## src/rtl/tristate_bus_reader_pkg.sv

```systemverilog
// Shared definitions for the tri-state bus reader.
//   - FSM state encodings (IDLE, DRIVE, RESP)
//   - width of the settle down-counter
//   - CS_RELEASED: all-ones chip-select pattern (bus released), sliced to
//     the instance width by the users
package tristate_bus_reader_pkg;

  localparam logic [1:0] IDLE  = 2'd0;
  localparam logic [1:0] DRIVE = 2'd1;
  localparam logic [1:0] RESP  = 2'd2;

  localparam int SettleBits = 4;

  localparam int MaxSlaves = 256;
  localparam logic [MaxSlaves-1:0] CS_RELEASED = '1;

endpackage

```

## src/rtl/tristate_bus_reader_cs_decoder.sv

```systemverilog
// Combinational active-low one-hot chip-select decoder.
// Ports:
//   idx_i      slave index
//   en_i       decode enable
//   in_range_i index is below NrOfSlaves
//   cs_n_o     one-hot-low selects; all ones when disabled or out of range
module cs_onehot_decoder
  import tristate_bus_reader_pkg::*;
#(
  parameter int NrOfSlaves = 8,
  parameter int AddrBits   = 3
) (
  input  logic [AddrBits-1:0]   idx_i,
  input  logic                  en_i,
  input  logic                  in_range_i,
  output logic [NrOfSlaves-1:0] cs_n_o
);

  always_comb begin
    cs_n_o = CS_RELEASED[NrOfSlaves-1:0];
    if (en_i && in_range_i) begin
      for (int i = 0; i < NrOfSlaves; i++) begin
        if (idx_i == AddrBits'(i)) cs_n_o[i] = 1'b0;
      end
    end
  end

endmodule

```

## src/rtl/tristate_bus_reader.sv

```systemverilog
// Reader for the shared tri-state data bus. Accepts a slave index, pulls
// exactly one chip select low, waits SettleCycles extra Tick cycles, captures
// the bus, releases the select and presents the value on a valid/ready port.
// Ports:
//   Clock, Reset           clock, async active-high reset
//   Tick                   clock enable for all state
//   req_valid/ready/addr   read request
//   bus_data               shared bus, sampled at capture
//   cs_n                   one-hot-low chip selects (all ones = released)
//   rsp_valid/ready        response handshake
//   rsp_data/addr/err      captured data, slave index, index-out-of-range flag
module tristate_bus_reader
  import tristate_bus_reader_pkg::*;
#(
  parameter int NrOfBits     = 32,
  parameter int NrOfSlaves   = 8,   // 2..256
  parameter int AddrBits     = 3,   // 2**AddrBits >= NrOfSlaves
  parameter int SettleCycles = 1    // 0..15
) (
  input  logic                  Clock,
  input  logic                  Reset,
  input  logic                  Tick,
  input  logic                  req_valid,
  output logic                  req_ready,
  input  logic [AddrBits-1:0]   req_addr,
  input  logic [NrOfBits-1:0]   bus_data,
  output logic [NrOfSlaves-1:0] cs_n,
  output logic                  rsp_valid,
  input  logic                  rsp_ready,
  output logic [NrOfBits-1:0]   rsp_data,
  output logic [AddrBits-1:0]   rsp_addr,
  output logic                  rsp_err
);

  localparam logic [NrOfSlaves-1:0] CsIdle = CS_RELEASED[NrOfSlaves-1:0];

  logic [1:0]            state_q, state_d;
  logic [SettleBits-1:0] cnt_q, cnt_d;
  logic [AddrBits-1:0]   addr_q, addr_d;
  logic [NrOfSlaves-1:0] cs_n_q, cs_n_d;
  logic                  ready_q, ready_d;
  logic                  rsp_valid_q, rsp_valid_d;
  logic [NrOfBits-1:0]   rsp_data_q, rsp_data_d;
  logic [AddrBits-1:0]   rsp_addr_q, rsp_addr_d;
  logic                  rsp_err_q, rsp_err_d;

  logic                  in_range;
  logic                  accept;
  logic [NrOfSlaves-1:0] cs_dec;

  assign in_range = 32'(req_addr) < 32'(NrOfSlaves);
  assign accept   = Tick && req_valid && (state_q == IDLE);

  cs_onehot_decoder #(
    .NrOfSlaves(NrOfSlaves),
    .AddrBits  (AddrBits)
  ) u_dec (
    .idx_i     (req_addr),
    .en_i      (accept),
    .in_range_i(in_range),
    .cs_n_o    (cs_dec)
  );

  always_comb begin
    state_d     = state_q;
    cnt_d       = cnt_q;
    addr_d      = addr_q;
    cs_n_d      = cs_n_q;
    ready_d     = ready_q;
    rsp_valid_d = rsp_valid_q;
    rsp_data_d  = rsp_data_q;
    rsp_addr_d  = rsp_addr_q;
    rsp_err_d   = rsp_err_q;
    if (Tick) begin
      case (state_q)
        IDLE: begin
          if (req_valid) begin
            addr_d  = req_addr;
            cnt_d   = SettleBits'(SettleCycles);
            ready_d = 1'b0;
            cs_n_d  = cs_dec;  // stays all ones for an out-of-range index
            if (in_range) begin
              state_d = DRIVE;
            end else begin
              rsp_data_d  = '0;
              rsp_addr_d  = req_addr;
              rsp_err_d   = 1'b1;
              rsp_valid_d = 1'b1;
              state_d     = RESP;
            end
          end
        end
        DRIVE: begin
          if (cnt_q != '0) begin
            cnt_d = cnt_q - SettleBits'(1);
          end else begin
            rsp_data_d  = bus_data;
            rsp_addr_d  = addr_q;
            rsp_err_d   = 1'b0;
            rsp_valid_d = 1'b1;
            cs_n_d      = CsIdle;
            state_d     = RESP;
          end
        end
        RESP: begin
          if (rsp_ready) begin
            rsp_valid_d = 1'b0;
            ready_d     = 1'b1;
            state_d     = IDLE;
          end
        end
        default: begin
          cs_n_d      = CsIdle;
          ready_d     = 1'b1;
          rsp_valid_d = 1'b0;
          state_d     = IDLE;
        end
      endcase
    end
  end

  always_ff @(posedge Clock or posedge Reset) begin
    if (Reset) begin
      state_q     <= IDLE;
      cnt_q       <= '0;
      addr_q      <= '0;
      cs_n_q      <= CsIdle;
      ready_q     <= 1'b1;
      rsp_valid_q <= 1'b0;
      rsp_data_q  <= '0;
      rsp_addr_q  <= '0;
      rsp_err_q   <= 1'b0;
    end else begin
      state_q     <= state_d;
      cnt_q       <= cnt_d;
      addr_q      <= addr_d;
      cs_n_q      <= cs_n_d;
      ready_q     <= ready_d;
      rsp_valid_q <= rsp_valid_d;
      rsp_data_q  <= rsp_data_d;
      rsp_addr_q  <= rsp_addr_d;
      rsp_err_q   <= rsp_err_d;
    end
  end

  assign req_ready = ready_q;
  assign cs_n      = cs_n_q;
  assign rsp_valid = rsp_valid_q;
  assign rsp_data  = rsp_data_q;
  assign rsp_addr  = rsp_addr_q;
  assign rsp_err   = rsp_err_q;

endmodule
```

## config.mk

```make
export PLATFORM = sky130hd
export DESIGN_NAME = tristate_bus_reader
export DESIGN_NICKNAME = d
export VERILOG_FILES = /design/src/rtl/tristate_bus_reader_pkg.sv /design/src/rtl/tristate_bus_reader_cs_decoder.sv /design/src/rtl/tristate_bus_reader.sv
export SDC_FILE = /design/constraint.sdc
export NUM_CORES = 1
export LEC_CHECK = 0
export ABC_AREA = 1
export CAP_MARGIN = 20
export CORE_UTILIZATION = 41
export DETAILED_ROUTE_END_ITERATION = 12
export PLACE_DENSITY = 0.78
export SYNTH_ARGS = -nofsm -noshare
export SYNTH_HDL_FRONTEND = slang
export SYNTH_SLANG_ARGS = --single-unit
```

## constraint.sdc

```tcl
create_clock -name Clock -period 1.7 [get_ports Clock]
set_input_delay 0.34 -clock Clock [delete_from_list [all_inputs] [get_ports Clock]]
set_output_delay 0.34 -clock Clock [all_outputs]
set_load 0.01 [all_outputs]
```

==> results.json <==
{
  "cts_root_buf": "clkbuf_8",
  "path_class": "flip-flop to primary output",
  "initial_utilization": 0.438,
  "grt_max_degree": 24,
  "worstPathArrival_ns": 1.23,
  "ys_seq_area_frac": 0.552,
  "final.setup_skew_ns": 0.00310,
  "n_antenna_cell": 0,
  "peakVddDrop_mv": 0.701,
  "drc_errors": 0,
  "vias": 2115,
  "syn_area_um2": 2470,
  "r2r-start": "cnt_q[0]$_DFFE_PP0P_",
  "ys_ff_latch": 54,
  "power_density_nw_per_um2": 1660,
  "finalPower_uw": 5820,
  "worstPathRequired_ns": 1.36,
  "place_congestion": 0.782,
  "syn_nets": 329,
  "wirelength_um": 5450,
  "hold_violations": 0,
  "nNetsFinal": 417,
  "cts_hold_buffers": 0,
  "antenna_left": 0,
  "grt_setup_unrepaired": "false",
  "crit_start": "rsp_data[18]$_DFFE_PP0P_",
  "status": "finished, final reports clean",
  "cts_tree": "done",
  "cpPeakStageDelay_ns": 0.54,
  "holdCritPathClass": "primary input to async pin",
  "grt_pass1_vias": 2134,
  "drive_above_1_share": 0.106,
  "htree_levels": 2,
  "core_um2": 5640,
  "setup-tns-final_ns": 0,
  "regToRegSetupSlack_ns": 0.16,
  "setup_viol": 0,
  "seq_area_um2": 1360,
  "min_period_ns": 1.57,
  "fillers": 491,
  "utilization": 0.623,
  "rows": 27,
  "grt_first_pass_wirelength_um": 9560,
  "synth_area_per_cell_um2": 8.61,
  "path_clk_slew_ns": 0.09,
  "cp-end-kind": "primary output",
  "syn_inst": 287,
  "drt-initial-drc-count": 128,
  "path_buf_inv": 1,
  "ys_warn_count": 0,
  "design_area_um2": 3510,
  "cp_max_fo": 2,
  "antenna_found_initial": 0,
  "ios": 86,
  "cp_slowest_cell": "clkdlybuf4s50_1",
  "dpl_cell_area_um2": 3440,
  "dp.cells": 440,
  "die_width_um": 79.6,
  "cts_made_buffers": 5,
  "vias_per_cell": 4.72,
  "clock_sinks": 54,
  "cp_cell_sequence": "clkdlybuf4s50_1",
  "multiInputGateArea_um2": 928,
  "worstSkewPairLatency_ns": 0.30,
  "grt_usage": 0.193,
  "firstDrtPassIters": 5,
  "io_buffers": 84,
  "instances_no_fill": 448,
  "dpl.hpwl_um": 4100,
  "p_leak_uw": 0.00174,
  "syn2layout_area_growth_pct": 42.2,
  "crit_family": "buffers and inverters",
  "start_kind": "flip-flop",
  "maxCapViolCount": 0,
  "finalMaxSlewViolations": 0,
  "die_h_um": 79.6,
  "gr-total-overflow": 0,
  "die-area_um2": 6340,
  "ys_types": 24,
  "wl_per_cell_um": 12.2,
  "timing.final.crit_share": 0.922,
  "max_freq_mhz": 638,
  "cts_buffer_depth": 2
}
routing by layer:
layer	global-route usage	wire length, µm	vias up
met1	0.245	2450	968
li1	-	-	1076
met5	0	0	-
met3	0.0457	329	9
met2	0.324	2600	62
met4	0.0564	78	0
repair_timing:
item | CTS | global route
gates resized for setup | 9 | 1
pin swaps | 0 | 1
setup buffers | 0 | 0
setup endpoints to repair | 9 | 1
sequential cells by signal, summed over array words and instances (netlist names):
signal     cells
rsp_data      32
cs_n           8
cnt_q          4
addr_q         3
rsp_addr       3
state_q        2
req_ready      1
rsp_valid      1
final timing paths:
check                      cells after the start                      end
max in group asynchronous                      3    req_ready$_DFFE_PP1P_
hold / removal                                 2  rsp_data[6]$_DFFE_PP0P_
hold reg to reg                                2      cs_n[1]$_DFFE_PP1P_
setup reg to reg                               8  rsp_addr[2]$_DFFE_PP0P_
setup / recovery                               1             rsp_data[18]
min in group Clock                             2      cs_n[1]$_DFFE_PP1P_
power breakdown:
group	switching, µW	internal [µW]	total (µW)
Clock	404	292	696
Combinational	1470	1390	2860
Sequential	324	1940	2260
Total	2200	3630	5820
per-stage QoR:
step / hold WS (ns) / setup slack (ns)
floorplan: 0.449 / 0.0603
finish: 0.299 / 0.132
CTS: 0.294 / 0.118
detailed placement: 0.459 / 0.0149
global placement: 0.453 / 0.0728
global route: 0.300 / 0.0227
kinds of logic (layout without fill, tap and decap cells):
group,count (synthesis),after routing,share of synthesized area
AOI/OAI and AO/OA,9,9,0.0268
xor gates and xnor gates,1,1,0.00355
adders and majority gates,2,2,0.0101
buffers and inverters,32,121,0.0724
DFF,54,54,0.552
other,1,1,0.00152
and+or+nand+nor,188,188,0.334
area by class of cell:
type,instances,share of cell area
Sequential cell,54,0.388
Timing Repair Buffer,95,0.278
Multi-Input combinational cell,201,0.264
Tap cell,72,0.0256
Clock buffer,7,0.0217
Inverter,18,0.0199
Clock inverter,1,0.00214
cell usage in the layout (no fill, tap or decap), drive strengths merged, types with 2 or more instances in the layout:
cell type,netlist,layout
nand2,118,118
dfrtp,45,45
dlygate4sd2,0,9
ha,2,2
o21ai,7,7
clkbuf,3,7
inv,18,18
clkdlybuf4s50,0,75
buf,11,11
nor2,16,16
dfstp,9,9
nand3,53,53
synthesized netlist by cell type:
cell type | number | area [µm²]
dfstp_2 | 9 | 236
clkbuf_1 | 3 | 11.3
nand3_1 | 52 | 260
buf_4 | 7 | 52.6
inv_1 | 16 | 60.1
o21ai_0 | 3 | 15.0
nor2_1 | 13 | 48.8
nand3_2 | 1 | 10.0
nor2_2 | 1 | 6.26
a21oi_2 | 1 | 8.76
nand2_4 | 1 | 11.3
nand2_2 | 1 | 6.26
o21ai_2 | 4 | 35.0
conb_1 | 1 | 3.75
o211ai_1 | 1 | 7.51
buf_6 | 4 | 45.0
dfrtp_1 | 45 | 1130
nor2_8 | 2 | 40.0
nand2_1 | 116 | 435
ha_1 | 2 | 25.0
xnor2_1 | 1 | 8.76
inv_4 | 1 | 6.26
inv_2 | 1 | 3.75
nand4_1 | 1 | 6.26
worst register-to-register path: cells and delay by family (launching register included):
family                   cells  cell delay (ns)
buffers and inverters        2             0.29
adder cells (fa/ha/maj)      1             0.18
AO/OA/AOI/OAI                1             0.05
flip-flops                   1             0.39
AND/OR/NAND/NOR              4             0.53
No activity file was read; power rests on OpenSTA's default activity.
